File: src/rtl/datapath_seq_pkg.sv
// datapath_seq_pkg: shared instruction layout, kinds and ALU opcodes for the datapath sequencer.
package datapath_seq_pkg;
   typedef enum logic [1:0] {K_NOP, K_LOAD, K_EXEC, K_RSVD} kind_e;
   typedef struct packed {
      kind_e      kind;
      logic [2:0] op;
      logic [3:0] sel;
      logic [3:0] wa;
      logic [3:0] raa;
      logic [3:0] rab;
   } ctrl_t;
   typedef struct packed {
      ctrl_t ctrl;
      logic  rsvd;
   } instr_t;
   localparam logic [2:0] OP_MOV = 3'd4;
   localparam logic [2:0] OP_SHR = 3'd1;
endpackage

File: src/rtl/datapath_seq_if.sv
// datapath_seq_if: instruction in / result out handshake bundle between host and sequencer.
interface datapath_seq_if;
   import datapath_seq_pkg::*;
   logic       ins_valid;
   logic       ins_ready;
   instr_t     ins_data;
   logic       res_valid;
   logic       res_ready;
   logic [6:0] res_data;
   logic       res_flag;
   modport master (output ins_valid, ins_data, res_ready, input ins_ready, res_valid, res_data, res_flag);
   modport slave  (input ins_valid, ins_data, res_ready, output ins_ready, res_valid, res_data, res_flag);
endinterface

File: src/rtl/datapath_seq_fifo.sv
// datapath_seq_fifo: power-of-two instruction FIFO; caller gates push with !full and pop with !empty.
module datapath_seq_fifo #(
   parameter int DEPTH = 4,
   parameter int W     = 21
) (
   input  logic         clk,
   input  logic         rst,
   input  logic         push,
   input  logic         pop,
   input  logic [W-1:0] din,
   output logic [W-1:0] dout,
   output logic         full,
   output logic         empty
);
   localparam int AW = $clog2(DEPTH);
   logic [W-1:0]  mem_q [DEPTH];
   logic [AW-1:0] wp_q, wp_d, rp_q, rp_d;
   logic [AW:0]   cnt_q, cnt_d;
   always_comb begin
      wp_d  = push ? wp_q + 1'b1 : wp_q;
      rp_d  = pop ? rp_q + 1'b1 : rp_q;
      cnt_d = cnt_q + (AW+1)'(push) - (AW+1)'(pop);
   end
   always_ff @(posedge clk) begin
      if (rst) begin
         wp_q  <= '0;
         rp_q  <= '0;
         cnt_q <= '0;
      end else begin
         wp_q  <= wp_d;
         rp_q  <= rp_d;
         cnt_q <= cnt_d;
      end
   end
   always_ff @(posedge clk) begin
      if (push) mem_q[wp_q] <= din;
   end
   assign full  = cnt_q == (AW+1)'(DEPTH);
   assign empty = cnt_q == '0;
   assign dout  = mem_q[rp_q];
endmodule

File: src/rtl/datapath_sequencer.sv
// datapath_sequencer: issues one registered control word per cycle from an instruction FIFO and
// returns EXEC results over valid/ready. DATAPATH_SEQ_PERF_EN adds perf_issued/perf_stalls counters.
module datapath_sequencer
   import datapath_seq_pkg::*;
#(
   parameter int DEPTH   = 4,
   parameter int INSTR_W = 22
) (
   input  logic       clk,
   input  logic       rst,
   datapath_seq_if.slave bus,
   output logic       busy,
   output logic [3:0] Sel,
   output logic       Wen,
   output logic [3:0] WA,
   output logic [3:0] RAA,
   output logic [3:0] RAB,
   output logic [2:0] Op,
   input  logic [6:0] OutPort,
   input  logic       Flag
`ifdef DATAPATH_SEQ_PERF_EN
   ,
   output logic [15:0] perf_issued,
   output logic [15:0] perf_stalls
`endif
);
   logic               full, empty, push, pop, stall, take, is_load, is_exec;
   logic [INSTR_W-2:0] head_raw;
   ctrl_t              head;
   logic [3:0]         sel_q, sel_d, wa_q, wa_d, raa_q, raa_d, rab_q, rab_d;
   logic [2:0]         op_q, op_d;
   logic               wen_q, wen_d, exec_q, exec_d;
   logic               res_valid_q, res_valid_d, skid_valid_q, skid_valid_d;
   logic [7:0]         res_q, res_d, skid_q, skid_d;

   datapath_seq_fifo #(.DEPTH(DEPTH), .W(INSTR_W-1)) u_fifo (
      .clk   (clk),
      .rst   (rst),
      .push  (push),
      .pop   (pop),
      .din   (bus.ins_data.ctrl),
      .dout  (head_raw),
      .full  (full),
      .empty (empty)
   );
   assign head = ctrl_t'(head_raw);

   // the skid slot catches an EXEC capture that lands while the previous result is still held
   always_comb begin
      stall        = res_valid_q && !bus.res_ready;
      take         = res_valid_q && bus.res_ready;
      pop          = !empty && !stall;
      push         = bus.ins_valid && !full;
      is_load      = pop && head.kind == K_LOAD;
      is_exec      = pop && head.kind == K_EXEC;
      wen_d        = is_load;
      exec_d       = is_exec;
      sel_d        = is_load ? head.sel : sel_q;
      wa_d         = is_load ? head.wa : wa_q;
      op_d         = is_exec ? head.op : op_q;
      raa_d        = is_exec ? head.raa : raa_q;
      rab_d        = is_exec ? head.rab : rab_q;
      res_valid_d  = exec_q || skid_valid_q || stall;
      res_d        = stall ? res_q : skid_valid_q ? skid_q : exec_q ? {Flag, OutPort} : res_q;
      skid_valid_d = skid_valid_q ? stall : exec_q && stall;
      skid_d       = (exec_q && !skid_valid_q) ? {Flag, OutPort} : skid_q;
   end

   always_ff @(posedge clk) begin
      if (rst) begin
         sel_q        <= '0;
         wa_q         <= '0;
         raa_q        <= '0;
         rab_q        <= '0;
         op_q         <= '0;
         wen_q        <= 1'b0;
         exec_q       <= 1'b0;
         res_valid_q  <= 1'b0;
         res_q        <= '0;
         skid_valid_q <= 1'b0;
         skid_q       <= '0;
      end else begin
         sel_q        <= sel_d;
         wa_q         <= wa_d;
         raa_q        <= raa_d;
         rab_q        <= rab_d;
         op_q         <= op_d;
         wen_q        <= wen_d;
         exec_q       <= exec_d;
         res_valid_q  <= res_valid_d;
         res_q        <= res_d;
         skid_valid_q <= skid_valid_d;
         skid_q       <= skid_d;
      end
   end

   assign bus.ins_ready = !full;
   assign bus.res_valid = res_valid_q;
   assign bus.res_data  = res_q[6:0];
   assign bus.res_flag  = res_q[7];
   assign busy          = !empty || res_valid_q;
   assign Sel           = sel_q;
   assign Wen           = wen_q;
   assign WA            = wa_q;
   assign RAA           = raa_q;
   assign RAB           = rab_q;
   assign Op            = op_q;

`ifdef DATAPATH_SEQ_PERF_EN
   logic [15:0] issued_q, issued_d, stalls_q, stalls_d;
   always_comb begin
      issued_d = ((is_load || is_exec) && issued_q != 16'hFFFF) ? issued_q + 16'd1 : issued_q;
      stalls_d = (!empty && stall && stalls_q != 16'hFFFF) ? stalls_q + 16'd1 : stalls_q;
   end
   always_ff @(posedge clk) begin
      if (rst) begin
         issued_q <= '0;
         stalls_q <= '0;
      end else begin
         issued_q <= issued_d;
         stalls_q <= stalls_d;
      end
   end
   assign perf_issued = issued_q;
   assign perf_stalls = stalls_q;
`endif
endmodule
File: src/flat_wrapper.sv
// flat-port wrapper written by rule: the top's interface ports become plain ports
module datapath_sequencer_flat import datapath_seq_pkg::*;
#(
   parameter int DEPTH   = 4,
   parameter int INSTR_W = 22
)
  (clk, rst, busy, Sel, Wen, WA, RAA, RAB, Op, OutPort, Flag, bus_ins_valid, bus_ins_data, bus_res_ready, bus_ins_ready, bus_res_valid, bus_res_data, bus_res_flag);
  datapath_seq_if bus_i ();
  input  logic clk;
  input  logic rst;
  output logic busy;
  output logic [3:0] Sel;
  output logic Wen;
  output logic [3:0] WA;
  output logic [3:0] RAA;
  output logic [3:0] RAB;
  output logic [2:0] Op;
  input  logic [6:0] OutPort;
  input  logic Flag;
  input wire logic [$bits(bus_i.ins_valid)-1:0] bus_ins_valid;
  input wire logic [$bits(bus_i.ins_data)-1:0] bus_ins_data;
  input wire logic [$bits(bus_i.res_ready)-1:0] bus_res_ready;
  output wire logic [$bits(bus_i.ins_ready)-1:0] bus_ins_ready;
  output wire logic [$bits(bus_i.res_valid)-1:0] bus_res_valid;
  output wire logic [$bits(bus_i.res_data)-1:0] bus_res_data;
  output wire logic [$bits(bus_i.res_flag)-1:0] bus_res_flag;
  assign bus_i.ins_valid = bus_ins_valid;
  assign bus_i.ins_data = bus_ins_data;
  assign bus_i.res_ready = bus_res_ready;
  assign bus_ins_ready = bus_i.ins_ready;
  assign bus_res_valid = bus_i.res_valid;
  assign bus_res_data = bus_i.res_data;
  assign bus_res_flag = bus_i.res_flag;
  datapath_sequencer #(.DEPTH(DEPTH), .INSTR_W(INSTR_W)) u_core (.clk(clk), .rst(rst), .bus(bus_i), .busy(busy), .Sel(Sel), .Wen(Wen), .WA(WA), .RAA(RAA), .RAB(RAB), .Op(Op), .OutPort(OutPort), .Flag(Flag));
endmodule
File: config.mk
export PLATFORM = sky130hd
export DESIGN_NAME = datapath_sequencer_flat
export DESIGN_NICKNAME = d
export VERILOG_FILES = /design/src/rtl/datapath_seq_pkg.sv /design/src/rtl/datapath_seq_if.sv /design/src/rtl/datapath_seq_fifo.sv /design/src/rtl/datapath_sequencer.sv /design/src/flat_wrapper.sv
export SDC_FILE = /design/constraint.sdc
export NUM_CORES = 1
export LEC_CHECK = 0
export ABC_AREA = 0
export CELL_PAD_IN_SITES_DETAIL_PLACEMENT = 0
export CELL_PAD_IN_SITES_GLOBAL_PLACEMENT = 1
export CORE_MARGIN = 3
export CORE_UTILIZATION = 25
export DETAILED_ROUTE_END_ITERATION = 6
export HOLD_SLACK_MARGIN = 0.05
export PLACE_DENSITY_LB_ADDON = 0.1
export SLEW_MARGIN = 20
export SYNTH_ARGS = -nofsm -noshare
export SYNTH_HDL_FRONTEND = slang
export SYNTH_SLANG_ARGS = --single-unit
File: constraint.sdc
create_clock -name clk -period 2.68 [get_ports clk]
set_input_delay 0.536 -clock clk [delete_from_list [all_inputs] [get_ports clk]]
set_output_delay 0.536 -clock clk [all_outputs]
set_load 0.005 [all_outputs]
==> results of run 1 <==
routing by layer:
metal / vias to the layer above / GRT usage
li1: 1358 / -
met1: 1431 / 0.133
met2: 66 / 0.163
met3: 9 / 0.0362
met4: 0 / 0.0453
met5: - / 0
through the flow:
| stage | cells | area [um^2] | setup slack, ns |
|---|---|---|---|
| 5_1_grt | 680 | 6630 | 0.198 |
| 3_5_place_dp | 648 | 6110 | 0.000370 |
| 6_report | 680 | 6630 | 0.277 |
| 3_3_place_gp | 648 | 6110 | 0.0281 |
| 4_1_cts | 680 | 6630 | 0.238 |
| 2_1_floorplan | 322 | 5110 | 0.354 |
worst reg2reg max path, cell delays in order, from the launching register on:
cell and delay (ns):
dfxtp_1 0.37, or3b_2 0.47, nand2_1 0.09, ha_1 0.22, inv_1 0.05, ha_1 0.13
inv_1 0.05, fa_1 0.37, xor2_1 0.16, and2_1 0.16, nor3_1 0.11
final cells by class:
| type | instances | area (um^2) | share of cell area |
|---|---|---|---|
| flip-flops and latches | 132 | 3480 | 0.525 |
| multi-input cells | 165 | 1520 | 0.229 |
| repair buffers | 81 | 761 | 0.115 |
| clock buffers | 27 | 493 | 0.0743 |
| well taps | 265 | 332 | 0.0500 |
| clock inverters | 5 | 26.3 | 0.00396 |
| inverters | 5 | 18.8 | 0.00283 |
worst max-delay path by stage:
stage | from | end | slack, ns | depth (start not counted)
3_3_place_gp | bus_res_ready | u_core.u_fifo.cnt_q[2] | 0.03 | 11
2_1_floorplan | u_core.u_fifo.cnt_q[1] | u_core.u_fifo.cnt_q[2] | 0.35 | 11
5_1_grt | u_core.u_fifo.cnt_q[2] | bus_ins_ready | 0.20 | 3
3_5_place_dp | bus_res_ready | u_core.u_fifo.cnt_q[2] | 0.0004 | 11
4_1_cts | u_core.u_fifo.cnt_q[2] | bus_ins_ready | 0.24 | 3
6_report | u_core.u_fifo.cnt_q[2] | bus_ins_ready | 0.28 | 3
registers in the layout, summed over array words and instances, names as in the netlist, named ones only:
signal and flops:
u_core.u_fifo.mem_q 84, u_core.res_q 8, u_core.skid_q 8, u_core.RAA 4, u_core.RAB 4, u_core.Sel 4, u_core.WA 4, u_core.Op 3
u_core.u_fifo.cnt_q 3, u_core.u_fifo.rp_q 2, u_core.u_fifo.wp_q 2, u_core.Wen 1, u_core.bus.res_valid 1, u_core.exec_q 1, u_core.skid_valid_q 1
cells by family (layout without fill, tap and decap cells):
| family | count (synthesis) | after routing | synth area share |
|---|---|---|---|
| adder cells (fa/ha/maj) | 7 | 7 | 0.0186 |
| multiplexers | 56 | 56 | 0.161 |
| flip-flops | 132 | 132 | 0.682 |
| XOR/XNOR | 1 | 1 | 0.00171 |
| AND/OR/NAND/NOR | 75 | 75 | 0.0850 |
| AO/OA/AOI/OAI | 26 | 26 | 0.0309 |
| buffers and inverters | 25 | 118 | 0.0208 |
where the power goes:
part / internal [mW] / switching, mW / total, mW
sequential: 2.49 / 0.162 / 2.65
combinational: 0.897 / 0.726 / 1.62
clock: 1.25 / 0.788 / 2.04
cells in the final DEF (no fill, tap or decap), types with 2 or more instances in the layout:
cell	count
edfxtp_1	84
clkdlybuf4s50_1	62
dfxtp_1	47
nand2b_1	40
mux2i_1	35
mux4_2	21
buf_4	18
clkbuf_16	17
nor2_1	15
a21oi_1	14
a211oi_1	8
clkbuf_1	7
ha_1	6
inv_1	5
and3_1	4
clkinv_2	4
nor2b_1	3
nor3_1	3
clkbuf_8	3
or4b_1	2
nand3_1	2
a21o_1	2
==> results.toml, run 1 <==
[run_status]
status = "complete, no violations"

[floorplanning]
die_h_um = 149
rows = 51
num_io_pins = 65
core_mm2 = 0.0198
dieArea_mm2 = 0.0222
start_util = 0.258
die_w_um = 149

[global_routing]
track_usage = 0.105
grt_max_degree = 28
grt_antenna_before_repair = 0
grt_pass1_wl_um = 17200
grt_pass1_vias = 3062
grt.overflow.total = 0

[timing]
drv_slew = 0
finalClockSkew_ns = 0.00946
finalSetupViolations = 0
worstMarginPinSlew_ns = 0.657
rsz0062_at_grt = "no"
slew_headroom = 0.561
fmax_ghz = 0.416
post-route-period-util = 0.897
final_hold_viol_count = 0
fin_tns_setup_ns = 0
layout_min_cycle_time_ns = 2.40
timing.hold.ws_ns = 0.474

[placement]
numPortBuffers = 63
place_congestion = 0.647
dp_hpwl_um = 6760

[min_path]
whs_path_depth = 2
hold_end = "u_core.Sel[0]"
min_from = "u_core.Sel[0]"
hold_path.class = "flip-flop to flip-flop"

[synthesis]
async_reset_ff_frac = 0
synth_cell_type_count = 30
synth-edff-count = 84
syn-num-nets = 363
syn-instance-count = 322
synth_ff_type = "edfxtp_1"
synth_seq_cells = 132
ys_top_cells_by_area = "edfxtp_1 (49%), dfxtp_1 (19%), mux4_2 (9.3%), mux2i_1 (6.9%), nand2b_1 (4.9%)"
ys_top_cells_by_count = "edfxtp_1 (84), dfxtp_1 (48), nand2b_1 (40)"
ys_seq_area_frac = 0.682
synth_top_area_frac = 0.494
yosysMostFrequentCell = "edfxtp_1"
yosys.area.top_type = "edfxtp_1"
syn_avg_cell_area_um2 = 15.9
netlist_area_mm2 = 0.00511
yosysWarnings = 0

[drt]
dr_wl_met3_um = 572
met1_length_um = 5100
vias = 2864
vias_per_cell = 4.21
top_layer_used = "met4"
met2WireLength_um = 5140
wl_per_cell_um = 16.1
dr.pass1.iters = 4
drc_errors = 0
ant_nets = 0
drt_iter0_drc = 170
drt-total-wl_um = 11000

[clocking]
clkTransAtPathRegs_ns = 0.05
clock_path_buffers = 2
cts_hold_buf = 0
clock-sinks = 132
htreeDepth = 4
cts_tree = "built"
cts_setup_buffers = 0
numCtsBuffers = 17
worst_skew_pair.late_latency_ns = 0.41
post_cts_resized = 0
cts_root_buffer = "clkbuf_16"

[cells_and_area]
drive_gt1_frac = 0.164
utilization = 0.335
syn2layout_area_growth_pct = 29.9
nFillCells = 1975
diodes = 0
fin_nets = 443

[power_and_ir_drop]
irDropWorstVdd_uv = 455
power.total_mw = 6.31
powerDensity_mw_per_mm2 = 952
p_leak_nw = 2.32

[setup_path]
crit_path_end_kind = "output pin"
startpoint_type = "flip-flop"
crit_family = "buffers and inverters"
path_cells = "or3b_2 > buf_4 > clkdlybuf4s50_1"
reg2reg_slack_ns = 0.43
rr_startpoint = "u_core.u_fifo.cnt_q[2]"
path_class = "flip-flop to output pin"
slowest_stage = "or3b_2"
critPathMaxFanout = 9
worstPathArrival_ns = 1.87
worst-path-buf-inv = 2
critPathMaxStageDelay_ns = 0.47
worst-r2r-cell-count = 10
timing.rr.end = "u_core.u_fifo.cnt_q[2]"
required_ns = 2.14

[run]
max-cap-violations = 0
(Power assumes the default switching activity.)
==> run 2, diff against run 1 <==
--- a/config.mk
+++ b/config.mk
@@ -13,6 +13,7 @@
 export DETAILED_ROUTE_END_ITERATION = 6
 export HOLD_SLACK_MARGIN = 0.05
 export PLACE_DENSITY_LB_ADDON = 0.1
+export SETUP_SLACK_MARGIN = 0.4
 export SLEW_MARGIN = 20
 export SYNTH_ARGS = -nofsm -noshare
 export SYNTH_HDL_FRONTEND = slang
==> run 2 against run 1 <==
  * Global-route usage barely moved
  * Highest routed layer unchanged
  * Routed wire length fell by 0.51%
  * Via count fell by 0.94%
  * Register-to-register slack improved by 0.07 ns
  * Clock-buffer cell count fell by 6
  * Fmax rose by 8.6%
  * Utilization rose by 0.51 points
  * Non-clock buffer count rose by 3
  * Combinational power rose by 4%
==> results.toml, run 2 (synthesis gave the netlist of run 1 again) <==
[setup_path]
critPathMaxFanout = 9
crit_path_end_kind = "output pin"
required_ns = 2.14
path_class = "flip-flop to output pin"
startpoint_type = "flip-flop"
timing.rr.end = "u_core.u_fifo.cnt_q[2]"
rr_startpoint = "u_core.u_fifo.cnt_q[1]"
worstPathArrival_ns = 1.68
reg2reg_slack_ns = 0.50
worst-r2r-cell-count = 10

[clocking]
htreeDepth = 4
cts_setup_buffers = 0
clock_path_buffers = 2
cts_tree = "built"
cts_root_buffer = "clkbuf_16"
clkTransAtPathRegs_ns = 0.05
clock-sinks = 132
worst_skew_pair.late_latency_ns = 0.41
numCtsBuffers = 17

[global_routing]
met3_usage = 0.0362
use_met2 = 0.167
use_met1 = 0.134
grt.overflow.total = 0
track_usage = 0.105
busiest_layer = "met2"
grt_pass1_wl_um = 17200
grt_antenna_before_repair = 0
grt_max_degree = 30
grt_pass1_vias = 3011

[timing]
timing.hold.ws_ns = 0.473
post-route-period-util = 0.826
setup_ws_ns = 0.468
drv_slew = 0
final_hold_viol_count = 0
layout_min_cycle_time_ns = 2.21
slew_headroom = 0.593
finalSetupViolations = 0
fmax_ghz = 0.452
fin_tns_setup_ns = 0
rsz0062_at_grt = "yes"
worstMarginPinSlew_ns = 0.609
finalClockSkew_ns = 0.00983

[placement]
dp_hpwl_um = 7170
place_congestion = 0.690
dpl_worst_slack_ns = 0.0718
dpl_cell_area_mm2 = 0.00618
placed_cells = 651
numPortBuffers = 63

[floorplanning]
start_util = 0.258
rows = 51
die_h_um = 149
core_mm2 = 0.0198
num_io_pins = 65
dieArea_mm2 = 0.0222
die_w_um = 149

[cells_and_area]
multiInputGateArea_mm2 = 0.00153
final_common_cell = "edfxtp_1"
reg.largest.list = "u_core.u_fifo.mem_q x84, u_core.res_q x8, u_core.skid_q x8"
syn2layout_area_growth_pct = 31.8
fin_cells = 683
diodes = 0
fin_nets = 446
final_area_mm2 = 0.00674
regMostFlops = "u_core.u_fifo.mem_q"
nFillCells = 1941
layout_common_cells = "edfxtp_1 (84), clkdlybuf4s50_1 (61), dfxtp_1 (45)"
largest_reg_flops = 84
final-seq-area_mm2 = 0.00349
drive_gt1_frac = 0.191

[min_path]
hold_end = "u_core.Sel[1]"
whs_path_depth = 2
hold_path.class = "flip-flop to flip-flop"
min_from = "u_core.Sel[1]"

[run_status]
status = "complete, no violations"

[drt]
drc_errors = 0
ant_nets = 0
dr.pass1.iters = 4
wl_per_cell_um = 16.0
drt-total-wl_um = 10900
vias_per_cell = 4.15
drt_iter0_drc = 78
vias = 2837

[power_and_ir_drop]
powerDensity_mw_per_mm2 = 958
irDropWorstVdd_uv = 478
p_leak_nw = 2.35

[run]
max-cap-violations = 0
==> run 2: worst max path at each step <==
stage / start / end / cells past startpoint
global placement: bus_res_ready / u_core.u_fifo.cnt_q[2] / 11
detailed placement: bus_res_ready / u_core.u_fifo.cnt_q[2] / 11
global route: u_core.u_fifo.cnt_q[1] / u_core.u_fifo.cnt_q[2] / 10
CTS: u_core.u_fifo.cnt_q[1] / u_core.u_fifo.cnt_q[2] / 10
finish: u_core.u_fifo.cnt_q[1] / bus_ins_ready / 3
floorplan: u_core.u_fifo.cnt_q[1] / u_core.u_fifo.cnt_q[2] / 11
==> run 2: report_power, final <==
part	total [mW]	internal, mW	switching, mW
combinational	1.69	0.928	0.758
sequential	2.64	2.49	0.151
clock	2.12	1.31	0.815
==> run 2: metrics by stage <==
step	power, mW	util
after floorplan	3.67	-
after global placement	4.39	0.312
after detailed placement	4.40	0.312
after CTS	6.57	0.340
after global routing	6.83	0.340
final	6.45	0.340
==> run 2: worst max-delay path: stages (launching register included) <==
cell and delay, ns:
dfxtp_2 0.35, or3b_2 0.48, buf_4 0.18, dlygate4sd2_1 0.26
==> run 2: per-layer routing <==
layer  share of wire  wire length [um]  up-vias
met5               0                 0        -
met4          0.0077                84        0
met3           0.050               546        7
met2            0.48              5210       62
met1            0.47              5080     1399
li1                -                 -     1369
==> run 2: cell type report <==
class	instances	share of cell area
Clock buffer	21	0.0684
Clock inverter	11	0.0128
Inverter	5	0.00279
Multi-Input combinational cell	165	0.227
Sequential cell	132	0.518
Tap cell	265	0.0492
Timing Repair Buffer	84	0.122
==> run 2: what timing repair did <==
item | in CTS | in global routing
gates resized for setup | 2 | 3
endpoints found under the setup margin | 1 | 2
endpoints found under the hold margin | 0 | 0
hold buffers | 0 | 0
==> RTL edit 1 (flow settings as in run 1) <==
`DEPTH` is set to 4 in 3 places; all go to 8.
--- a/src/rtl/datapath_seq_fifo.sv
+++ b/src/rtl/datapath_seq_fifo.sv
@@ -2,3 +2,3 @@
 module datapath_seq_fifo #(
-   parameter int DEPTH = 4,
+   parameter int DEPTH = 8,
    parameter int W     = 21
--- a/src/rtl/datapath_sequencer.sv
+++ b/src/rtl/datapath_sequencer.sv
@@ -5,3 +5,3 @@
 #(
-   parameter int DEPTH   = 4,
+   parameter int DEPTH   = 8,
    parameter int INSTR_W = 22
--- a/src/flat_wrapper.sv
+++ b/src/flat_wrapper.sv
@@ -3,3 +3,3 @@
 #(
-   parameter int DEPTH   = 4,
+   parameter int DEPTH   = 8,
    parameter int INSTR_W = 22
Behaviour: not the same (Yosys sat finds a counterexample within 10 cycles, from zero or initial values and one cycle with rst high).
==> RTL edit 1 against run 1 <==
- sequential cell count up 88
- worst setup slack got worse by 0.068 ns
- design area grew 63%
- maximum frequency fell by 2.8%
- sequential power increased by 59%
- routed wire length up 77%
- synthesized area is 68% higher
- power up 58%
- critical path type unchanged
- largest power group unchanged
==> RTL edit 1: results (changes against run 1) <==
The run finished with clean final reports. The total iterations of the first detailed-routing run came out at 4 (unchanged). The net count after synthesis is 524 (+44%).

The minimum setup slack among reg-to-reg paths is 0.30 ns (-0.13 ns). The post-synthesis adder-cell area fraction is 1.40% (-0.46 points). The routed via count came out at 4,401 (+54%). The number of standard cells in the final layout excluding fillers is 1,036 (+52%).

The final weighted congestion of routability-driven global placement came out at 0.661 (+2.2%). The count of mapped cells out of synthesis came out at 481 (+49%). The count of nets after finishing is 611 (+38%). The final antenna diode count is 0 (unchanged). The largest registers in the layout are u_core.u_fifo.mem_q: 168 flops, u_core.res_q: 8 flops, u_core.skid_q: 8 flops. The worst clock skew is 0.0103 ns (+0.000858 ns). The maximum root-to-sink buffer count is 3 (+1). The share of cells above drive strength 1 is 21.1% (+4.7 points). The number of buffers added for setup after CTS was 0 (unchanged). The post-synthesis share of cell area spent on xor and xnor gates is 0.512% (+0.34 points). The post-detailed-placement half-perimeter wirelength came out at 11,000 um (+62%). The internal power summed over all cells is 0.00735 W (+59%). The port buffer count is 63 (unchanged). The worst register-to-register path begins at u_core.u_fifo.cnt_q[2]$_SDFF_PP0_.

The clock latency on the worst-skew pair was 0.54 ns (+0.13 ns). The portion of the post-synthesis area used by sequential elements came to 71.1% (+2.9 points). The total track usage is 10.9% (+0.40 points). The library cell used as clock root buffer is clkbuf_16. The worst hold path stage count was 2 (unchanged). The logic depth of the worst register-to-register path came out at 12 (+2).

The worst slew margin relative to its limit is 59.0% (+2.9 points). STA classifies the critical path startpoint as a flip-flop. The standby leakage power came out at 3.55 nW (+53%). In this run the worst setup path terminates at bus_ins_ready.

The number of design-rule violations left by the first detailed-router iteration is 202 (+19%). After synthesis, the cell types taking the most area are edfxtp_1 59%, dfxtp_1 12%, mux4_2 11%, mux2i_1 4.6%, nor2_1 2.3%. The share of the synthesized area in compound gates (AO/OA/AOI/OAI) is 1.40% (-1.7 points). In this run the critical register-to-register path is captured at u_core.u_fifo.cnt_q[2]$_SDFF_PP0_. The share of synthesized registers carrying an async set or reset came out at 0% (unchanged). The wire length of the first global-routing pass was 29,900 um (+73%). In the synthesized netlist, the cells that appear most often are 168 x edfxtp_1, 53 x nor2_1, 52 x dfxtp_1. The TritonCTS buffer count came out at 27 (+10). The worst path arrival time is 1.94 ns (+0.07 ns). The total of warnings raised by yosys came out at 0 (unchanged).

The routed length per instance is 18.8 um (+16%). The maximum net fanout on the critical path came out at 5 (-4). The mux contribution to synthesized area is 18.4% (+2.3 points).

The count of unique library cells instantiated by Yosys was 35 (+17%). The pin count of the biggest net entering global routing is 70 (+150%). The number of global-route vias before repair came out at 4,871 (+59%). The number of synthesized flops with an enable pin came out at 168 (+100%). Clock-pin slew was measured on the worst setup and hold paths at 0.06 ns. The peak supply drop is 443 uV (-2.6%). The number of levels in the clock H-tree came out at 1 (-3).

The initial antenna violation count came to 0 (unchanged). The number of placed instances with taps included is 987 (+52%).
## RTL edit 1: layout make-up
cell class / instances / area, um^2
well taps: 448 / 561
multi-input cells: 228 / 2360
clock buffers: 29 / 683
inverters: 7 / 26.3
repair buffers: 84 / 923
fillers: 3274 / 22800
clock inverters: 20 / 160
flip-flops and latches: 220 / 6090
## RTL edit 1: stage by stage
stage / hold slack [ns] / cell area, um^2 / setup WS (ns)
2_1_floorplan: 0.460 / 8570 / 0.0780
3_3_place_gp: 0.475 / 9950 / 0.115
3_5_place_dp: 0.481 / 9950 / 0.0792
4_1_cts: 0.494 / 10800 / 0.0148
5_1_grt: 0.518 / 10800 / 0.0785
6_report: 0.489 / 10800 / 0.209
## RTL edit 1: kinds of logic after synthesis
group	Yosys count
DFF	220
and+or+nand+nor	97
buffers and inverters	33
adders and majority gates	9
xor gates and xnor gates	5
AOI/OAI and AO/OA	17
muxes	100
## RTL edit 1: timing repair
| item | in CTS | in global routing |
|---|---|---|
| resized for setup | 2 | 1 |
| hold buffers | 0 | 0 |
| setup endpoints to repair | 1 | 1 |
| gates cloned | 0 | 0 |
## RTL edit 1: power by group through the flow
stage | Sequential (W) | Combinational (W) | Clock, W
6_report | 0.00422 | 0.00234 | 0.00344
5_1_grt | 0.00427 | 0.00259 | 0.00371
4_1_cts | 0.00423 | 0.00243 | 0.00360
3_5_place_dp | 0.00430 | 0.00241 | 0
3_3_place_gp | 0.00428 | 0.00240 | 0
2_1_floorplan | 0.00424 | 0.00148 | 0
## RTL edit 1: how the worst min path moves through the flow
stage | from | to | slack (ns)
after floorplan | u_core.skid_q[0]$_SDFFE_PP0P_ | u_core.skid_q[0]$_SDFFE_PP0P_ | 0.46
after global placement | u_core.skid_q[5]$_SDFFE_PP0P_ | u_core.skid_q[5]$_SDFFE_PP0P_ | 0.47
after detailed placement | u_core.skid_q[4]$_SDFFE_PP0P_ | u_core.skid_q[4]$_SDFFE_PP0P_ | 0.48
after CTS | rst | u_core.skid_q[1]$_SDFFE_PP0P_ | 0.49
after global routing | rst | u_core.u_fifo.cnt_q[1]$_SDFF_PP0_ | 0.52
final | u_core.skid_q[4]$_SDFFE_PP0P_ | u_core.skid_q[4]$_SDFFE_PP0P_ | 0.49
## RTL edit 1: metal layers
metal  vias up  global-route usage, %  part of all wire (%)
met3        37                   1.72                   3.0
met2        66                   19.3                    50
met5         -                      0                     0
li1       2023                      -                     -
met4         0                   3.19                   2.9
met1      2275                   13.8                    44
## RTL edit 1: critical path: stages, from the launching register on
cell             delay, ns
dfxtp_1               0.30
inv_2                 0.07
ha_1                  0.13
or3b_1                0.42
clkdlybuf4s50_1       0.48
==> RTL edit 2 (flow settings as in run 1) <==
Without the edit above. Register the output `bus.res_flag`, without a reset; this adds one clock of latency there.
--- a/src/rtl/datapath_sequencer.sv
+++ b/src/rtl/datapath_sequencer.sv
@@ -99,3 +99,5 @@
    assign bus.res_data  = res_q[6:0];
-   assign bus.res_flag  = res_q[7];
+   always_ff @(posedge clk) begin
+      bus.res_flag <= res_q[7];
+   end
    assign busy          = !empty || res_valid_q;
Formal check against the unedited RTL: not equivalent (Yosys sat finds a counterexample within 4 cycles, from zero or initial values and one cycle with rst high).
==> RTL edit 2 against run 1 <==
- synthesized cell count grew 2.5%
- power increased by 1.5%
- worst setup slack improved by 0.012 ns
- routed wire length fell by 1.2%
- sequential cell count grew 1
- synthesized area rose by 1.4%
- design area up 0.49%
- maximum frequency grew 0.50%
- largest power group unchanged
==> RTL edit 2: results (changes against run 1) <==
The worst clock skew is 0.00935 ns (-0.000112 ns). The standard-cell row count came to 52 (+2.0%). The count of nets after finishing came out at 441 (-0.45%). The global routing usage on met3 was 3.63% (+0.018 points). The total track usage was 10.3% (-0.23 points). The proportion of final cell area spent on non-clock buffers is 11.3% (-0.21 points).

The fraction of power spent switching nets is 25.9% (-0.69 points). The maximum net fanout on the critical path came out at 10 (+1). The total routed wirelength is 10,800 um (-1.2%). The final hold slack is 0.358 ns (-0.116 ns). The stage delay of the slowest cell on the critical path is 0.59 ns (+0.12 ns). The minimum setup slack among reg-to-reg paths came out at 0.29 ns (-0.14 ns). The total cell area at the placement stage was 6130 um^2 (+0.27%). The register fraction of the total cell area was 52.6% (about the same). The number of design-rule violations left by the first detailed-router iteration was 110 (-35%). The flow ran to the end, and the final reports show no timing, DRC or antenna violations. The nature of the critical path endpoint is a flip-flop. The number of placed instances with taps included is 651 (+0.46%).

The worst path arrival time is 2.72 ns (+0.85 ns). The portion of the post-synthesis area used by sequential elements came out at 67.6% (-0.57 points). The total iterations of the first detailed-routing run is 5 (+1).

The met2 wire length came out at 5090 um (-1.1%). The count of clock buffers in the final design came out at 25 (-7.4%). The time the final worst path needs with I/O delays and setup came to 2.39 ns (-0.0120 ns). The met1 track utilization from global routing is 13.2% (-0.12 points). The sum of met3 wire segment lengths after detailed routing came out at 530 um (-7.3%). The standby leakage power is 2.32 nW (about the same). Sorting the synthesized cells by area gives the leading types as edfxtp_1 49%, dfxtp_1 19%, mux4_2 9.1%, mux2i_1 6.8%, nand2b_1 4.8%. The relative area of clock buffers and inverters in the final design came out at 8.03% (+0.21 points). The final weighted congestion of routability-driven global placement is 0.666 (+3.0%).
[RTL edit 2: changes by cell type in the layout (fill, tap and decap cells not counted), sizes merged]
cell	run 1	this run
clkbuf	27	25
dfxtp	48	49
bufinv	0	2
buf	19	16
inv	6	5
[RTL edit 2: logic make-up (layout without fill, tap and decap cells)]
kind of cell | after synthesis | in the layout | synth area share, %
xor gates and xnor gates | 1 | 1 | 0.169
DFF | 133 | 133 | 67.6
muxes | 56 | 56 | 15.9
and+or+nand+nor | 75 | 75 | 8.38
AOI/OAI and AO/OA | 26 | 26 | 3.04
buffers and inverters | 32 | 114 | 3.07
adders and majority gates | 7 | 7 | 1.84
[RTL edit 2: power groups by stage]
stage / Combinational (W) / Sequential [W] / Clock [W]
finish: 0.00160 / 0.00266 / 0.00215
global route: 0.00180 / 0.00270 / 0.00232
CTS: 0.00166 / 0.00266 / 0.00222
detailed placement: 0.00166 / 0.00270 / 0
global placement: 0.00166 / 0.00270 / 0
floorplan: 0.00104 / 0.00267 / 0
